[config.mk]
export PLATFORM = sky130hd
export DESIGN_NAME = dirty_flush_flat
export DESIGN_NICKNAME = d
export VERILOG_FILES = /design/src/rtl/cache_pkg.sv /design/src/rtl/dirty_flush_if.sv /design/src/rtl/way_pick.sv /design/src/rtl/dirty_flush.sv /design/src/flat_wrapper.sv
export SDC_FILE = /design/constraint.sdc
export NUM_CORES = 1
export LEC_CHECK = 0
export ABC_AREA = 1
export BUFFER_PORTS_ARGS = -buffer_cell sky130_fd_sc_hd__buf_2
export CAP_MARGIN = 20
export CORE_MARGIN = 10
export CORE_UTILIZATION = 30
export DETAILED_ROUTE_END_ITERATION = 16
export GPL_TIMING_DRIVEN = 0
export PLACE_DENSITY_LB_ADDON = 0.08
export SYNTH_ARGS = -nofsm -noshare
export SYNTH_HDL_FRONTEND = slang
export SYNTH_HIERARCHICAL = 1
export SYNTH_SLANG_ARGS = --single-unit
export TNS_END_PERCENT = 10
[constraint.sdc]
create_clock -name clk -period 3.68 [get_ports clk]
set_input_delay 0.552 -clock clk [delete_from_list [all_inputs] [get_ports clk]]
set_output_delay 0.552 -clock clk [all_outputs]
set_load 0.1 [all_outputs]
[src/rtl/cache_pkg.sv]
// Shared L1 cache definitions: geometry constants, way/set types and the
// flush engine state encoding.
package cache_pkg;

  localparam int SETS = 8192;
  localparam int WAYS = 4;
  localparam int AW   = 13;
  localparam int CW   = 16;

  typedef logic [1:0]    way_t;
  typedef logic [AW-1:0] set_t;

  typedef enum logic [2:0] {
    IDLE  = 3'd0,
    READ  = 3'd1,
    SCAN  = 3'd2,
    ISSUE = 3'd3,
    CLEAR = 3'd4,
    NEXT  = 3'd5,
    DONE  = 3'd6
  } flush_state_t;

endpackage

[src/rtl/dirty_flush_if.sv]
// Dirty-bit regfile port plus writeback request channel of the flush engine.
// The master side is the flush engine; the slave side is the regfile and memory.
interface dirty_flush_if #(
  parameter int AW   = 13,
  parameter int WAYS = 4
);

  logic [AW-1:0]   dirty_ra;
  logic [WAYS-1:0] dirty_rd;
  logic [AW-1:0]   dirty_wa;
  logic [WAYS-1:0] dirty_way;
  logic            dirty_wr;
  logic            dirty_in;
  logic            wb_req;
  logic [AW-1:0]   wb_set;
  logic [1:0]      wb_way;
  logic            wb_ack;

  modport master (
    output dirty_ra, dirty_wa, dirty_way, dirty_wr, dirty_in,
    output wb_req, wb_set, wb_way,
    input  dirty_rd, wb_ack
  );

  modport slave (
    input  dirty_ra, dirty_wa, dirty_way, dirty_wr, dirty_in,
    input  wb_req, wb_set, wb_way,
    output dirty_rd, wb_ack
  );

endinterface

[src/rtl/way_pick.sv]
// Lowest-set-bit priority encoder over a way vector: index, one-hot and valid.
// Shared between the flush engine and victim selection.
module way_pick #(
  parameter int WAYS = 4,
  parameter int IW   = (WAYS > 1) ? $clog2(WAYS) : 1
) (
  input  logic [WAYS-1:0] vec,
  output logic [IW-1:0]   idx,
  output logic [WAYS-1:0] onehot,
  output logic            valid
);

  // Walk from the top down so the lowest set bit is the last one to win.
  always_comb begin
    idx    = '0;
    onehot = '0;
    valid  = 1'b0;
    for (int i = WAYS - 1; i >= 0; i--) begin
      if (vec[i]) begin
        idx       = IW'(i);
        onehot    = '0;
        onehot[i] = 1'b1;
        valid     = 1'b1;
      end
    end
  end

endmodule

[src/rtl/dirty_flush.sv]
// L1 flush engine: walks every set, writes back each dirty way and clears
// its dirty bit once memory has acknowledged the request.
module dirty_flush
  import cache_pkg::*;
#(
  parameter int SETS = cache_pkg::SETS,
  parameter int WAYS = cache_pkg::WAYS,
  parameter int AW   = cache_pkg::AW,
  parameter int CW   = cache_pkg::CW
) (
  input  logic          clk,
  input  logic          reset_n,
  input  logic          flush_start,
  output logic          flush_busy,
  output logic          flush_done,
  output logic [CW-1:0] wb_count,
  dirty_flush_if.master bus
);

  localparam logic [AW-1:0] LAST_SET = AW'(SETS - 1);

  flush_state_t    state;
  logic [AW-1:0]   set_ctr;
  logic [WAYS-1:0] pend;
  way_t            way_sel;
  logic [WAYS-1:0] way_sel_oh;

  logic [WAYS-1:0] pick_in;
  way_t            pick_idx;
  logic [WAYS-1:0] pick_oh;
  logic            pick_valid;

  // In CLEAR the encoder already sees pend without the way being cleared,
  // so the next dirty way issues straight from CLEAR with no extra SCAN.
  assign pick_in = (state == CLEAR) ? (pend & ~way_sel_oh) : pend;

  way_pick #(
    .WAYS (WAYS),
    .IW   (2)
  ) u_way_pick (
    .vec    (pick_in),
    .idx    (pick_idx),
    .onehot (pick_oh),
    .valid  (pick_valid)
  );

  always_ff @(posedge clk or negedge reset_n) begin
    if (!reset_n) begin
      state      <= IDLE;
      set_ctr    <= '0;
      pend       <= '0;
      way_sel    <= '0;
      way_sel_oh <= '0;
      wb_count   <= '0;
    end else begin
      case (state)
        IDLE: begin
          if (flush_start) begin
            set_ctr  <= '0;
            wb_count <= '0;
            state    <= READ;
          end
        end
        READ: begin
          pend  <= bus.dirty_rd;
          state <= SCAN;
        end
        SCAN: begin
          if (pick_valid) begin
            way_sel    <= pick_idx;
            way_sel_oh <= pick_oh;
            state      <= ISSUE;
          end else begin
            state <= NEXT;
          end
        end
        ISSUE: begin
          if (bus.wb_ack) begin
            wb_count <= wb_count + CW'(1);
            state    <= CLEAR;
          end
        end
        CLEAR: begin
          pend <= pick_in;
          if (pick_valid) begin
            way_sel    <= pick_idx;
            way_sel_oh <= pick_oh;
            state      <= ISSUE;
          end else begin
            state <= NEXT;
          end
        end
        NEXT: begin
          if (set_ctr == LAST_SET) begin
            state <= DONE;
          end else begin
            set_ctr <= set_ctr + AW'(1);
            state   <= READ;
          end
        end
        DONE:    state <= IDLE;
        default: state <= IDLE;
      endcase
    end
  end

  // Outputs decode straight from state so an async reset silences them at once.
  assign flush_busy    = (state != IDLE);
  assign flush_done    = (state == DONE);
  assign bus.dirty_ra  = set_ctr;
  assign bus.wb_req    = (state == ISSUE);
  assign bus.wb_set    = (state == ISSUE) ? set_ctr : '0;
  assign bus.wb_way    = (state == ISSUE) ? way_sel : '0;
  assign bus.dirty_wr  = (state == CLEAR);
  assign bus.dirty_wa  = (state == CLEAR) ? set_ctr : '0;
  assign bus.dirty_way = (state == CLEAR) ? way_sel_oh : '0;
  assign bus.dirty_in  = 1'b0;

endmodule

[src/flat_wrapper.sv]
// flat-port wrapper written by rule: the top's interface ports become plain ports
module dirty_flush_flat import cache_pkg::*;
#(
  parameter int SETS = cache_pkg::SETS,
  parameter int WAYS = cache_pkg::WAYS,
  parameter int AW   = cache_pkg::AW,
  parameter int CW   = cache_pkg::CW
)
  (clk, reset_n, flush_start, flush_busy, flush_done, wb_count, bus_dirty_ra, bus_dirty_wa, bus_dirty_way, bus_dirty_wr, bus_dirty_in, bus_wb_req, bus_wb_set, bus_wb_way, bus_dirty_rd, bus_wb_ack);
  dirty_flush_if #(.AW(AW), .WAYS(WAYS)) bus_i ();
  input  logic clk;
  input  logic reset_n;
  input  logic flush_start;
  output logic flush_busy;
  output logic flush_done;
  output logic [CW-1:0] wb_count;
  output wire logic [$bits(bus_i.dirty_ra)-1:0] bus_dirty_ra;
  output wire logic [$bits(bus_i.dirty_wa)-1:0] bus_dirty_wa;
  output wire logic [$bits(bus_i.dirty_way)-1:0] bus_dirty_way;
  output wire logic [$bits(bus_i.dirty_wr)-1:0] bus_dirty_wr;
  output wire logic [$bits(bus_i.dirty_in)-1:0] bus_dirty_in;
  output wire logic [$bits(bus_i.wb_req)-1:0] bus_wb_req;
  output wire logic [$bits(bus_i.wb_set)-1:0] bus_wb_set;
  output wire logic [$bits(bus_i.wb_way)-1:0] bus_wb_way;
  input wire logic [$bits(bus_i.dirty_rd)-1:0] bus_dirty_rd;
  input wire logic [$bits(bus_i.wb_ack)-1:0] bus_wb_ack;
  assign bus_dirty_ra = bus_i.dirty_ra;
  assign bus_dirty_wa = bus_i.dirty_wa;
  assign bus_dirty_way = bus_i.dirty_way;
  assign bus_dirty_wr = bus_i.dirty_wr;
  assign bus_dirty_in = bus_i.dirty_in;
  assign bus_wb_req = bus_i.wb_req;
  assign bus_wb_set = bus_i.wb_set;
  assign bus_wb_way = bus_i.wb_way;
  assign bus_i.dirty_rd = bus_dirty_rd;
  assign bus_i.wb_ack = bus_wb_ack;
  dirty_flush #(.SETS(SETS), .WAYS(WAYS), .AW(AW), .CW(CW)) u_core (.clk(clk), .reset_n(reset_n), .flush_start(flush_start), .flush_busy(flush_busy), .flush_done(flush_done), .wb_count(wb_count), .bus(bus_i));
endmodule
== After elaboration in Yosys (flattened, before gate mapping) ==
Index checks and enable logic that the tools add are counted.
Word-level totals
  flip-flop bits (word level): 42
  output and inout port bits: 66
Operators by class
  bitwise operators: 2
  $add $sub $neg: 2
  mux-type cells: 29
  equal/unequal tests: 10
  reductions and logical operators: 10
Operators with widths (count)
  13-bit two-way mux: 4
  16-bit two-way mux: 2
  16-bit one-hot mux with 2 select lines: 1
  13-bit one-hot mux with 2 select lines: 1
  4-bit two-way mux: 6
  16-bit by 1-bit adder with 16-bit output, second input constant: 1
  3-bit one-hot mux with 5 select lines: 1
  13-bit by 1-bit adder with 13-bit output, second input constant: 1
  13-bit == test, second input constant: 1
  3-bit two-way mux: 4
  2-bit two-way mux: 5
  3-bit == test, second input constant: 3
  4-bit one-hot mux with 2 select lines: 1
  3-bit by 2-bit == test with 1-bit output, second input constant: 2
  3-bit AND reduction: 2
  2-bit nonzero test: 3
  4-bit bitwise AND: 1
  1-bit two-way mux: 4
  2-bit inequality test, second input constant: 2
  4-bit inverter: 1
  2-bit AND reduction: 2
  3-bit by 1-bit == test with 1-bit output, second input constant: 1
  3-bit logical NOT: 1
  3-bit nonzero test: 1
  other kinds (2): 2

== Longest topological paths before layout ==
Gate-level depths: netlist of run 1.
  depth in word-level cells: 9
  gate-level depth with buffers: 11
  mapped depth without buffers: 9

== Hierarchy ==
Netlist of run 1, hierarchy kept.
Modules (own cells, without submodules)
  dirty_flush: cells an instance 403, instances 1, area an instance 2691.3 µm², sequential area each 1051.0 µm²
  way_pick: cells an instance 15, instances 1, area an instance 65.1 µm², sequential area each 0.0 µm²

== Worst setup path before layout of run 1 ==
OpenSTA, ideal clock, no wires.
  path type: register -> output
  from: register u_core.set_ctr[8], in the netlist u_core/bus.dirty_ra[8]
  to: output bus_dirty_wa[8]
  arrival: 2.489 ns
  stages on the path, launching flop included: 3
  required time: 3.128 ns
  setup slack: 0.639 ns
  path through: dfrtp_1 -> inv_1 -> nor2_1
Between the ends
  longest elaborated chain between the ends: 1
Ends and longest elaborated chain
  from (decl): RTL line dirty_flush.sv:23  | logic [AW-1:0] set_ctr;
  from (signal assigned): RTL line dirty_flush.sv:97  | set_ctr <= set_ctr + AW'(1);
  13-bit two-way mux: RTL line dirty_flush.sv:115  | assign bus.dirty_wa = (state == CLEAR) ? set_ctr : '0;
  to (decl): RTL line flat_wrapper.sv:18  | output wire logic [$bits(bus_i.dirty_wa)-1:0] bus_dirty_wa;
Every way passes these cells.

== Worst setup path after layout of run 1 ==
  from: register u_core.state[0]
  to: output bus_wb_way[0]
Between the ends
  longest elaborated chain between the ends: 2
Ends and longest elaborated chain
  from (decl): RTL line dirty_flush.sv:22  | flush_state_t state;
  from (signal assigned): RTL line dirty_flush.sv:49  | state <= IDLE;
  from (signal assigned): RTL line dirty_flush.sv:61  | state <= READ;
  from (signal assigned): RTL line dirty_flush.sv:66  | state <= SCAN;
  3-bit by 2-bit == test with 1-bit output: RTL line dirty_flush.sv:113  | assign bus.wb_way = (state == ISSUE) ? way_sel : '0;
  2-bit two-way mux: RTL line dirty_flush.sv:113
  to (decl): RTL line flat_wrapper.sv:24  | output wire logic [$bits(bus_i.wb_way)-1:0] bus_wb_way;
Every way passes these cells.

==> impl_results.md, run 1 <==
- Clock buffer depth: 2
- Hold_buf cts: 0
- Unrepaired setup endpoints after global routing: false
- Routed vias: 2844
- Slew Limit Fails: 0
- GRT Util Overall: 12.6%
- Total routed wirelength: 8410 um
- Synth Cell Area: 0.00276 sq mm
- LEAKAGE: 0.00187 uW
- Die H: 116 um
- Setup WS post-layout: 1070 ps
- Count leader, synth: nand2_1
- YS warnings: 6
- Start-to-end type of the worst setup path: flop to output pin
- Cell count after placement: 598
- Vias in the first global route: 2728
- Final RePlAce weighted congestion: 0.827
- CTS H-tree lvls: 2
- Fin Hold WS: 177 ps
- Io pins: 74
- Die Area: 0.0134 sq mm
- Std cell rows: 34
- Width of the die: 116 um
- Max stage delay on crit path: 450 ps
- Pwr/cell area: 654 mW/mm^2
- Status: finished, final reports clean
- Synth Area per Inst: 6.59 sq um
- Tmin final: 2610 ps
- Design area: 0.00338 sq mm
- Crit path required time: 3130 ps
- Worst-path cell chain: buf_2 > nand3_2 > clkbuf_1 > nor2_1 > buf_2
- DPL Wire Length: 6560 um
- # nets final: 508
- Buffers on Ports: 72
- Diodes inserted: 0
- Dpl cell area: 0.00325 sq mm
- Seq/Total Area, Yosys: 38.1%
- Post-synth top flop: dfrtp_1
- Vias per Instance: 4.69
- Crit-path slowest cell: buf_2
- DRC: 0
- Hold Path Class: input port to asynchronous set/reset pin
- FILL cells: 985
- Post-CTS Setup Bufs: 0
- Synth Net Count: 428
- Synth top cells by count: nand2_1 (112), nor2_1 (81), inv_1 (51)
- CTS tree: built
- Sink Count: 42
- DR pass1 iterations: 4
- Final cell count without fillers: 607
- Worst EP arrival: 2060 ps
- Antenna viol nets, final: 0
- Core area: 0.00885 sq mm
- Yosys reg bits: 42
- Starting Density: 31.2%
- Area delta synth->final: 22.7%
- Leading area contributor after synthesis: dfrtp_1
- DR iter-0 viols: 120
- Root Buffer: clkbuf_8
- Worst Setup End Kind: output pin
- GRT overflow: 0
- CP startpoint kind: flop
- Fin crit share: 71.0%
- Layout cells sized above 1: 24.0%
- First-pass GRT wire length: 13500 um
- Post-CTS Resized: 0
- Async SR Flop Fraction: 100%
- Yosys cell types: 33
- Wirelength per Cell: 13.9 um
- Peak fanout along the critical path: 10
- Pin count of the biggest net entering global routing: 43
- Final TNS setup: 0 ps
- Max cap viols: 0
- Initial antenna violation count: 0
- Clk_lat worst skew: 300 ps
- Worst VDD drop: 0.000392 V
- Final hold violation count: 0
- Skew final: 6.38 ps
- CP dominant cell by count: buf_2
- Fmax: 383 MHz
- Worst reg2reg path depth: 11
- Worst-path clk slew: 90 ps
- Final setup fails: 0
- Setup WS pre-CTS: 1320 ps
- Post-synth EDFFs: 0
- Post-Syn Instances: 418
- Ranking of synthesized cells by area: dfrtp_1 (38%), nand2_1 (15%), nor2_1 (11%), inv_1 (6.9%), nand3_1 (6.0%)
- Synth top area share: 38.1%
- Num CTS Buffers: 5
state kept, by name (all words and copies together), names as in the netlist:
signal               count
u_core/pend              4
u_core/bus.dirty_ra     13
u_core/wb_count         16
u_core/state             3
u_core/way_sel           2
u_core/way_sel_oh        4
per-layer routing:
metal	up-vias	global-route usage (%)	wire (um)
li1	1468	-	-
met1	1310	16.2	4010
met2	58	20.3	3850
met3	8	3.15	461
met4	0	3.67	90
met5	-	0	0
where the power goes:
group / internal (uW) / switching, uW / total (uW) / leakage (uW)
combinational: 283 / 953 / 1240 / 0.00126
sequential: 556 / 62.4 / 619 / 0.000558
clock: 190 / 167 / 357 / 0.0000575
cells in the final DEF (no fill, tap or decap), types with 10 or more instances in the layout:
cell	netlist	routed
nand2_1	112	112
nor2_1	81	81
buf_2	5	77
inv_1	51	51
dfrtp_1	42	42
nand3_1	33	33
nand4_1	14	14
a21oi_1	12	12
o21ai_0	11	11
inv_2	10	10
per-stage QoR:
stage,total power (uW),util [%]
2_1_floorplan,1610,-
3_3_place_gp,1870,36.8
3_5_place_dp,1880,36.8
4_1_cts,2240,38.0
5_1_grt,2390,38.2
6_report,2210,38.2
worst max-delay path: cells and delay by family (launching register included):
family / cells / cell delay [ps]
buffers and inverters: 3 / 970
and+or+nand+nor: 2 / 460
DFF: 1 / 320
final cells by class:
| cell class | instances | area (sq um) | share of cell area (%) |
|---|---|---|---|
| buffer | 11 | 73.8 | 2.18 |
| multi-input combinational | 303 | 1400 | 41.3 |
| sequential | 42 | 1050 | 31.1 |
| tap | 108 | 135 | 4.00 |
| timing repair buffer | 73 | 380 | 11.2 |
| inverter | 62 | 235 | 6.96 |
| clock buffer | 8 | 110 | 3.26 |
worst paths after layout:
check,startpoint,end,slack (ps)
worst max-delay path,u_core/state[0],bus_wb_way[0],1070
min in group clk,u_core/way_sel[1],u_core/way_sel[1],520
worst max register to register,u_core/state[0],u_core/way_sel_oh[3],1800
worst min register to register,u_core/way_sel[1],u_core/way_sel[1],520
max in group asynchronous,reset_n,u_core/pend[1],3010
worst min-delay path,reset_n,u_core/wb_count[13],180
kinds of logic (layout without fill, tap and decap cells):
| logic type | Yosys count | in the layout | share of synthesized area [%] |
|---|---|---|---|
| AOI/OAI and AO/OA | 38 | 38 | 7.35 |
| adders and majority gates | 2 | 2 | 0.908 |
| buffers and inverters | 73 | 154 | 11.2 |
| DFF | 42 | 42 | 38.1 |
| other | 1 | 1 | 0.136 |
| and+or+nand+nor | 262 | 262 | 42.3 |
Note: power is estimated with default switching activity, not from simulation.
==> run 2, diff against run 1 <==
clock period = 2.2 ns   (was 3.68 ns; I/O delays follow)
==> run 2 against run 1 <==
Compared with the run above: first-iteration DRC count is 23% higher; non-clock buffer count up 3; count of clock-buffer cells in the layout is 1 lower; sequential power up 68%; via count grew 2.0%; clock skew rose by 1.6 ps; flip-flop and latch count unchanged; sequential share of layout area shrank 2.8 points; cell area grew 9.8%; critical path type unchanged; highest routed layer unchanged.
==> impl_results.md, run 2 (same netlist as run 1, synthesis figures left out) <==
- Status: finished, final reports clean
- Wirelength per Cell: 14.0 um (+0.72%)
- DR pass1 iterations: 4 (unchanged)
- Fin crit share: 96.4%
- # nets final: 511 (+0.59%)
- Skew final: 7.94 ps (+1.56 ps)
- LEAKAGE: 0.00192 uW (+2.4%)
- Hold Path Class: input port to flop
- GRT Util Overall: 12.8% (+0.24 points)
- FILL cells: 957 (-2.8%)
- Root Buffer: clkbuf_8
- Slew Limit Fails: 0 (unchanged)
- Worst Setup End Kind: output pin
- Start-to-end type of the worst setup path: flop to output pin
- Peak fanout along the critical path: 10 (unchanged)
- CTS tree: built
- Worst EP arrival: 1790 ps (-270 ps)
- Vias per Instance: 4.76 (+1.5%)
- Num CTS Buffers: 5 (unchanged)
- Routed vias: 2902 (+2.0%)
- Layout cells sized above 1: 30.5% (+6.4 points)
- Final setup fails: 0 (unchanged)
- Commonest non-fill, non-tap cell in the layout: nand2_1
- Fmax: 472 MHz
- Width of the die: 116 um (unchanged)
- Area delta synth->final: 34.7%
- First-pass GRT wire length: 14000 um (+3.6%)
- CP startpoint kind: flop
- Final hold violation count: 0 (unchanged)
- Diodes inserted: 0 (unchanged)
- Worst-path cell chain: inv_2 > nand3_4 > clkbuf_4 > nor2_2 > buf_4
- Worst VDD drop: 0.000702 V (+79%)
- Design area: 0.00371 sq mm (+9.8%)
- Final RePlAce weighted congestion: 0.797 (-3.6%)
- Sink Count: 42 (unchanged)
- Cell count after placement: 598 (unchanged)
- Dpl cell area: 0.00336 sq mm (+3.2%)
- Buffers on Ports: 72 (unchanged)
- Largest register FFs: 16 (unchanged)
- Initial antenna violation count: 0 (unchanged)
- Pwr/cell area: 1020 mW/mm^2 (+56%)
- Std cell rows: 34 (unchanged)
- Antenna viol nets, final: 0 (unchanged)
- Pin count of the biggest net entering global routing: 43 (unchanged)
- Io pins: 74 (unchanged)
- CTS H-tree lvls: 2 (unchanged)
- Die H: 116 um (unchanged)
- Total routed wirelength: 8510 um (+1.2%)
- Worst-path clk slew: 80 ps (about the same)
- DPL Wire Length: 6470 um (-1.3%)
- Starting Density: 31.2% (unchanged)
- Final cell count without fillers: 610 (+0.49%)
- Commonest cells after routing, fill and taps aside: nand2_1 (112), buf_2 (53), inv_1 (51)
- Crit path required time: 1870 ps (-1260 ps)
- GRT overflow: 0 (unchanged)
- Crit-path slowest cell: dfrtp_1
- DRC: 0 (unchanged)
- Tmin final: 2120 ps
- DR iter-0 viols: 147 (+23%)
- Max stage delay on crit path: 490 ps (+40 ps)
- Fin Hold WS: 309 ps (+132 ps)
- Clock buffer depth: 2 (unchanged)
- Setup WS post-layout: 79.9 ps (-986 ps)
- Max cap viols: 0 (unchanged)
- Clk_lat worst skew: 300 ps (about the same)
- Die Area: 0.0134 sq mm (unchanged)
- Core area: 0.00885 sq mm (unchanged)
- Vias in the first global route: 2840 (+4.1%)
- Setup WS pre-CTS: -45.0 ps (-1370 ps)
- Largest Register: u_core/wb_count
## run 2: cell types whose count changed in the layout (fill, tap and decap cells not counted), sizes merged
cell | before | now
dlygate4sd3 | 0 | 1
buf | 83 | 85
clkbuf | 9 | 8
clkinv | 0 | 1
## run 2: worst paths after layout
| kind | start | to | slack, ps | cells after the start |
|---|---|---|---|---|
| setup / recovery | u_core/state[2] | bus_wb_set[4] | 80 | 5 |
| hold / removal | bus_wb_ack | u_core/wb_count[1] | 310 | 3 |
| setup reg to reg | u_core/bus.dirty_ra[0] | u_core/bus.dirty_ra[9] | 260 | 8 |
| hold reg to reg | u_core/way_sel[1] | u_core/way_sel[1] | 520 | 2 |
| max in group asynchronous | reset_n | u_core/state[2] | 1200 | 3 |
| min in group asynchronous | reset_n | u_core/wb_count[13] | 500 | 2 |
## run 2: critical path, delay by kind of cell, from the launching register on
family,cells,cell delay [ps]
flops,1,490
buf+inv,3,710
simple gates,2,290
## run 2: power by group
part	internal [uW]	total, uW	switching (uW)
registers	930	1040	113
clock network	254	529	275
logic	551	2220	1670
## run 2: through the flow
| stage | TNS [ps] | power [uW] | util (%) |
|---|---|---|---|
| finish | 0 | 3790 | 42.0 |
| global route | -1.99 | 4070 | 42.0 |
| CTS | 0 | 3820 | 41.0 |
| detailed placement | -313 | 3210 | 37.9 |
| global placement | -27.3 | 3200 | 37.9 |
| floorplan | -4510 | 2780 | - |
## run 2: final cells by class
class | instances | area (sq um) | share of cell area [%]
clock inverters | 1 | 5.00 | 0.135
plain buffers | 11 | 97.6 | 2.63
repair buffers | 76 | 592 | 15.9
clock buffers | 7 | 86.3 | 2.32
inverters | 62 | 238 | 6.40
flip-flops and latches | 42 | 1050 | 28.3
well taps | 108 | 135 | 3.64
multi-input cells | 303 | 1510 | 40.6
## run 2: routing by layer
layer | GRT usage (%) | share of wire, %
met1 | 16.0 | 45
met2 | 21.7 | 49
met3 | 3.10 | 5.0
met4 | 3.00 | 0.75
met5 | 0 | 0
## run 2: timing repair
action                                  CTS  global route
pin swaps                                 0             0
gates resized for setup                  54             7
endpoints found under the hold margin     0            15
endpoints found under the setup margin   25            17
hold buffers                              0             1
buffers inserted                          0             2
==> run 3, diff against run 2 <==
ABC_AREA = 0   (was 1)
==> run 3 against run 2 <==
Compared with the run above: clock skew fell by 3.7 ps; core utilization rose by 1.5 points; worst hold slack worse by 8.1 ps; count of clock-buffer cells in the layout did not move; combinational power up 9.5%; synthesized area shrank 7.0%; critical path depth is the same; worst setup slack worse by 4.2 ps; maximum frequency shrank 0.20%; global-route usage shrank 0.40 points; power up 8.1%; final cell count shrank 21%; critical path type unchanged; largest cell class unchanged.
==> impl_results.md, run 3 <==
- Status: finished, final reports clean
- Antenna viol nets, final: 0 (unchanged)
- Cell-internal power: 1900 uW (+9.6%)
- Synth Area per Inst: 8.78 sq um (+33%)
- Worst reg2reg startpoint: u_core/state[0]
- Layout cells sized above 1: 36.2% (+5.8 points)
- Total routed wirelength: 8120 um (-4.6%)
- Synth top area share: 41.0% (+2.9 points)
- Relative max-transition margin: 50.8%
- Dpl cell area: 0.00312 sq mm (-7.1%)
- Largest family of logic cells by synthesized area: simple AND/OR/NAND/NOR gates
- Highest routed metal layer: met4
- Met3 Wirelength: 455 um (+7.1%)
- Wirelength per Cell: 16.8 um (+20%)
- Post-Synth Adder-Cell Area: 0.977% (+0.069 points)
- Combinational share of power: 59.3% (+0.8 points)
- Skew final: 4.21 ps (-3.73 ps)
- CTS H-tree lvls: 2 (unchanged)
- Slew Limit Fails: 0 (unchanged)
- Largest Register: u_core/wb_count
- Fmax: 471 MHz (-0.20%)
- Starting Density: 31.0% (-0.12 points)
- Worst EP arrival: 1790 ps (about the same)
- Worst reg2reg path depth: 10 (+2)
- Design area: 0.00359 sq mm (-3.3%)
- Synth top cells by count: dfrtp_1 (42), and2_1 (32), nand2_1 (20)
- # nets final: 387 (-24%)
- Fin crit share: 96.6% (+0.19 points)
- First-pass GRT wire length: 13300 um (-5.3%)
- Io pins: 74 (unchanged)
- Std cell rows: 33 (-2.9%)
- Yosys cell types: 52 (+58%)
- Yosys reg bits: 42 (unchanged)
- Switching share of total power: 53.6% (-0.64 points)
- Peak fanout along the critical path: 10 (unchanged)
- Worst hold start: bus_wb_ack
- Tmin final: 2120 ps (+4.15 ps)
- Count leader, synth: dfrtp_1
- Root Buffer: clkbuf_8
- Core area: 0.00826 sq mm (-6.7%)
- Start-to-end type of the worst setup path: flop to output pin
- Largest register FFs: 16 (unchanged)
- Detail Route met2 WL: 3900 um (-6.7%)
- Cells on Worst Hold Path: 2 (-1)
- Post-Syn Instances: 292 (-30%)
- Width of the die: 112 um (-3.0%)
- Synth Cell Area: 0.00256 sq mm (-7.0%)
- Die H: 112 um (-3.0%)
- Unrepaired setup endpoints after global routing: true
- Area delta synth->final: 40.2%
- Seq/Total Area, Yosys: 41.0% (+2.9 points)
- Tightest Pin Transition: 735 ps
- Diodes inserted: 0 (unchanged)
- Synth Area in Compound Gates: 18.8% (+11 points)
- Final setup fails: 0 (unchanged)
- R2R Path End: u_core/way_sel_oh[3]
- Switching power: 2200 uW (+6.8%)
- Async SR Flop Fraction: 100% (unchanged)
- Final RePlAce weighted congestion: 0.796 (-0.11%)
- Pin count of the biggest net entering global routing: 43 (unchanged)
- Die Area: 0.0126 sq mm (-5.8%)
- Vias in the first global route: 2562 (-9.8%)
- Post-synthesis mux area share: 3.47% (+3.5 points)
- Commonest non-fill, non-tap cell in the layout: dfrtp_1
- Synth Net Count: 302 (-29%)
- Post-synth EDFFs: 0 (unchanged)
- Commonest cells after routing, fill and taps aside: dfrtp_1 (41), buf_2 (39), nand2_1 (20)
- Crit path required time: 1870 ps (about the same)
- DRC: 0 (unchanged)
- R2r setup slk: 120 ps (-140 ps)
- Clk_lat worst skew: 290 ps (about the same)
- Clock buffer depth: 2 (unchanged)
- Vias per Instance: 5.23 (+9.9%)
- GRT overflow: 0 (unchanged)
- Max cap viols: 0 (unchanged)
- CTS tree: built
- Met1 wire length: 3730 um (-3.1%)
- Overall Power: 4100 uW (+8.1%)
- GRT Util Overall: 12.4% (-0.40 points)
- Hold Path Class: input port to flop
- Pwr/cell area: 1140 mW/mm^2 (+12%)
- Post-Synth Simple-Gate Area: 31.0% (-11 points)
- Leading area contributor after synthesis: dfrtp_1
- Worst-path clk slew: 80 ps (about the same)
- Worst VDD drop: 0.000550 V (-22%)
- Clock share of power: 12.9% (-1.0 points)
- DR iter-0 viols: 90 (-39%)
- Post-synth top flop: dfrtp_1
- Worst Setup End Kind: output pin
- YS warnings: 6 (unchanged)
- LEAKAGE: 0.00163 uW (-15%)
- DPL Wire Length: 5840 um (-9.7%)
- Seq pwr share: 27.9% (+0.4 points)
- Final hold violation count: 0 (unchanged)
- Num CTS Buffers: 5 (unchanged)
- CP startpoint kind: flop
- Initial antenna violation count: 0 (unchanged)
- Ranking of synthesized cells by area: dfrtp_1 (41%), and2_1 (7.8%), o21ai_0 (3.3%), a21oi_1 (3.1%), mux2_2 (3.1%)
- Buffers on Ports: 72 (unchanged)
- DR pass1 iterations: 4 (unchanged)
- Hold path endpoint: u_core/state[0]
- Post-synthesis xor/xnor area fraction: 0.342% (+0.34 points)
- Sink Count: 42 (unchanged)
- Routed vias: 2526 (-13%)
==> run 3: cell types whose count changed after synthesis, sizes merged, moves of 6 or more <==
cell	delta
a31oi	+8
and2	+34
clkbuf	+10
inv	-56
mux2	+7
nand2	-98
nand3	-24
nand4	-7
nor2	-66
nor2b	+6
o31ai	+8
==> run 3: power groups by stage <==
stage | combinational (uW) | sequential, uW | clock, uW
detailed placement | 2230 | 1150 | 0
global placement | 2220 | 1150 | 0
finish | 2430 | 1140 | 527
floorplan | 1320 | 1600 | 0
CTS | 2350 | 1140 | 554
global route | 2600 | 1190 | 586
==> run 3: timing repair <==
| action | in CTS | in global routing |
|---|---|---|
| endpoints found under the setup margin | 44 | 41 |
| pin swaps | 2 | 3 |
| hold endpoints to repair | 0 | 15 |
| resized for setup | 55 | 47 |
| hold buffers | 0 | 1 |
| buffers inserted | 2 | 2 |
==> run 3: logic make-up (layout without fill, tap and decap cells) <==
kind of cell / count (synthesis) / after routing
other cells: 1 / 1
flops: 42 / 42
buf+inv: 24 / 110
simple gates: 139 / 139
fa+ha+maj: 2 / 2
xor+xnor: 1 / 1
mux: 8 / 8
compound gates: 75 / 75
==> run 3: worst max-delay path by stage <==
stage	start	to	depth (start not counted)
after floorplan	u_core/wb_count[0]	u_core/wb_count[14]	5
after global placement	u_core/state[2]	u_core/way_sel_oh[2]	9
after detailed placement	u_core/state[2]	u_core/way_sel_oh[3]	9
after CTS	u_core/state[2]	bus_wb_set[12]	6
after global routing	u_core/state[2]	bus_wb_set[1]	6
final	u_core/state[0]	bus_dirty_wa[7]	5
==> run 3: metal layers <==
metal / track usage [%] / vias to the layer above
li1: - / 1246
met1: 16.0 / 1215
met2: 20.2 / 61
met3: 3.57 / 4
met4: 2.45 / 0
met5: 0 / -
==> run 3: area by class of cell <==
type                    instances  area (sq um)
multi-input cells             226          1490
clock buffers                   7          86.3
fillers                       843          4670
well taps                     105           131
plain buffers                  17           100
flip-flops and latches         42          1050
repair buffers                 78           697
inverters                       7          28.8
clock inverters                 1          5.00
==> run 3: metrics by stage <==
| stage | std cells | util, % | hold WS [ps] | setup slack [ps] | setup TNS [ps] |
|---|---|---|---|---|---|
| after floorplan | 292 | - | 34.4 | -184 | -2480 |
| after global placement | 469 | 37.8 | 486 | -382 | -6950 |
| after detailed placement | 469 | 37.8 | 493 | -369 | -6660 |
| after CTS | 479 | 41.0 | 252 | 2.84 | 0 |
| after global routing | 483 | 43.5 | 308 | -20.3 | -114 |
| final | 483 | 43.5 | 301 | 75.7 | 0 |
==> run 3: critical path, stage by stage (launching register included) <==
cell and delay, ps:
dfrtp_1 410, buf_6 150, nor3_4 300, clkbuf_4 260, and2_2 160, buf_6 220
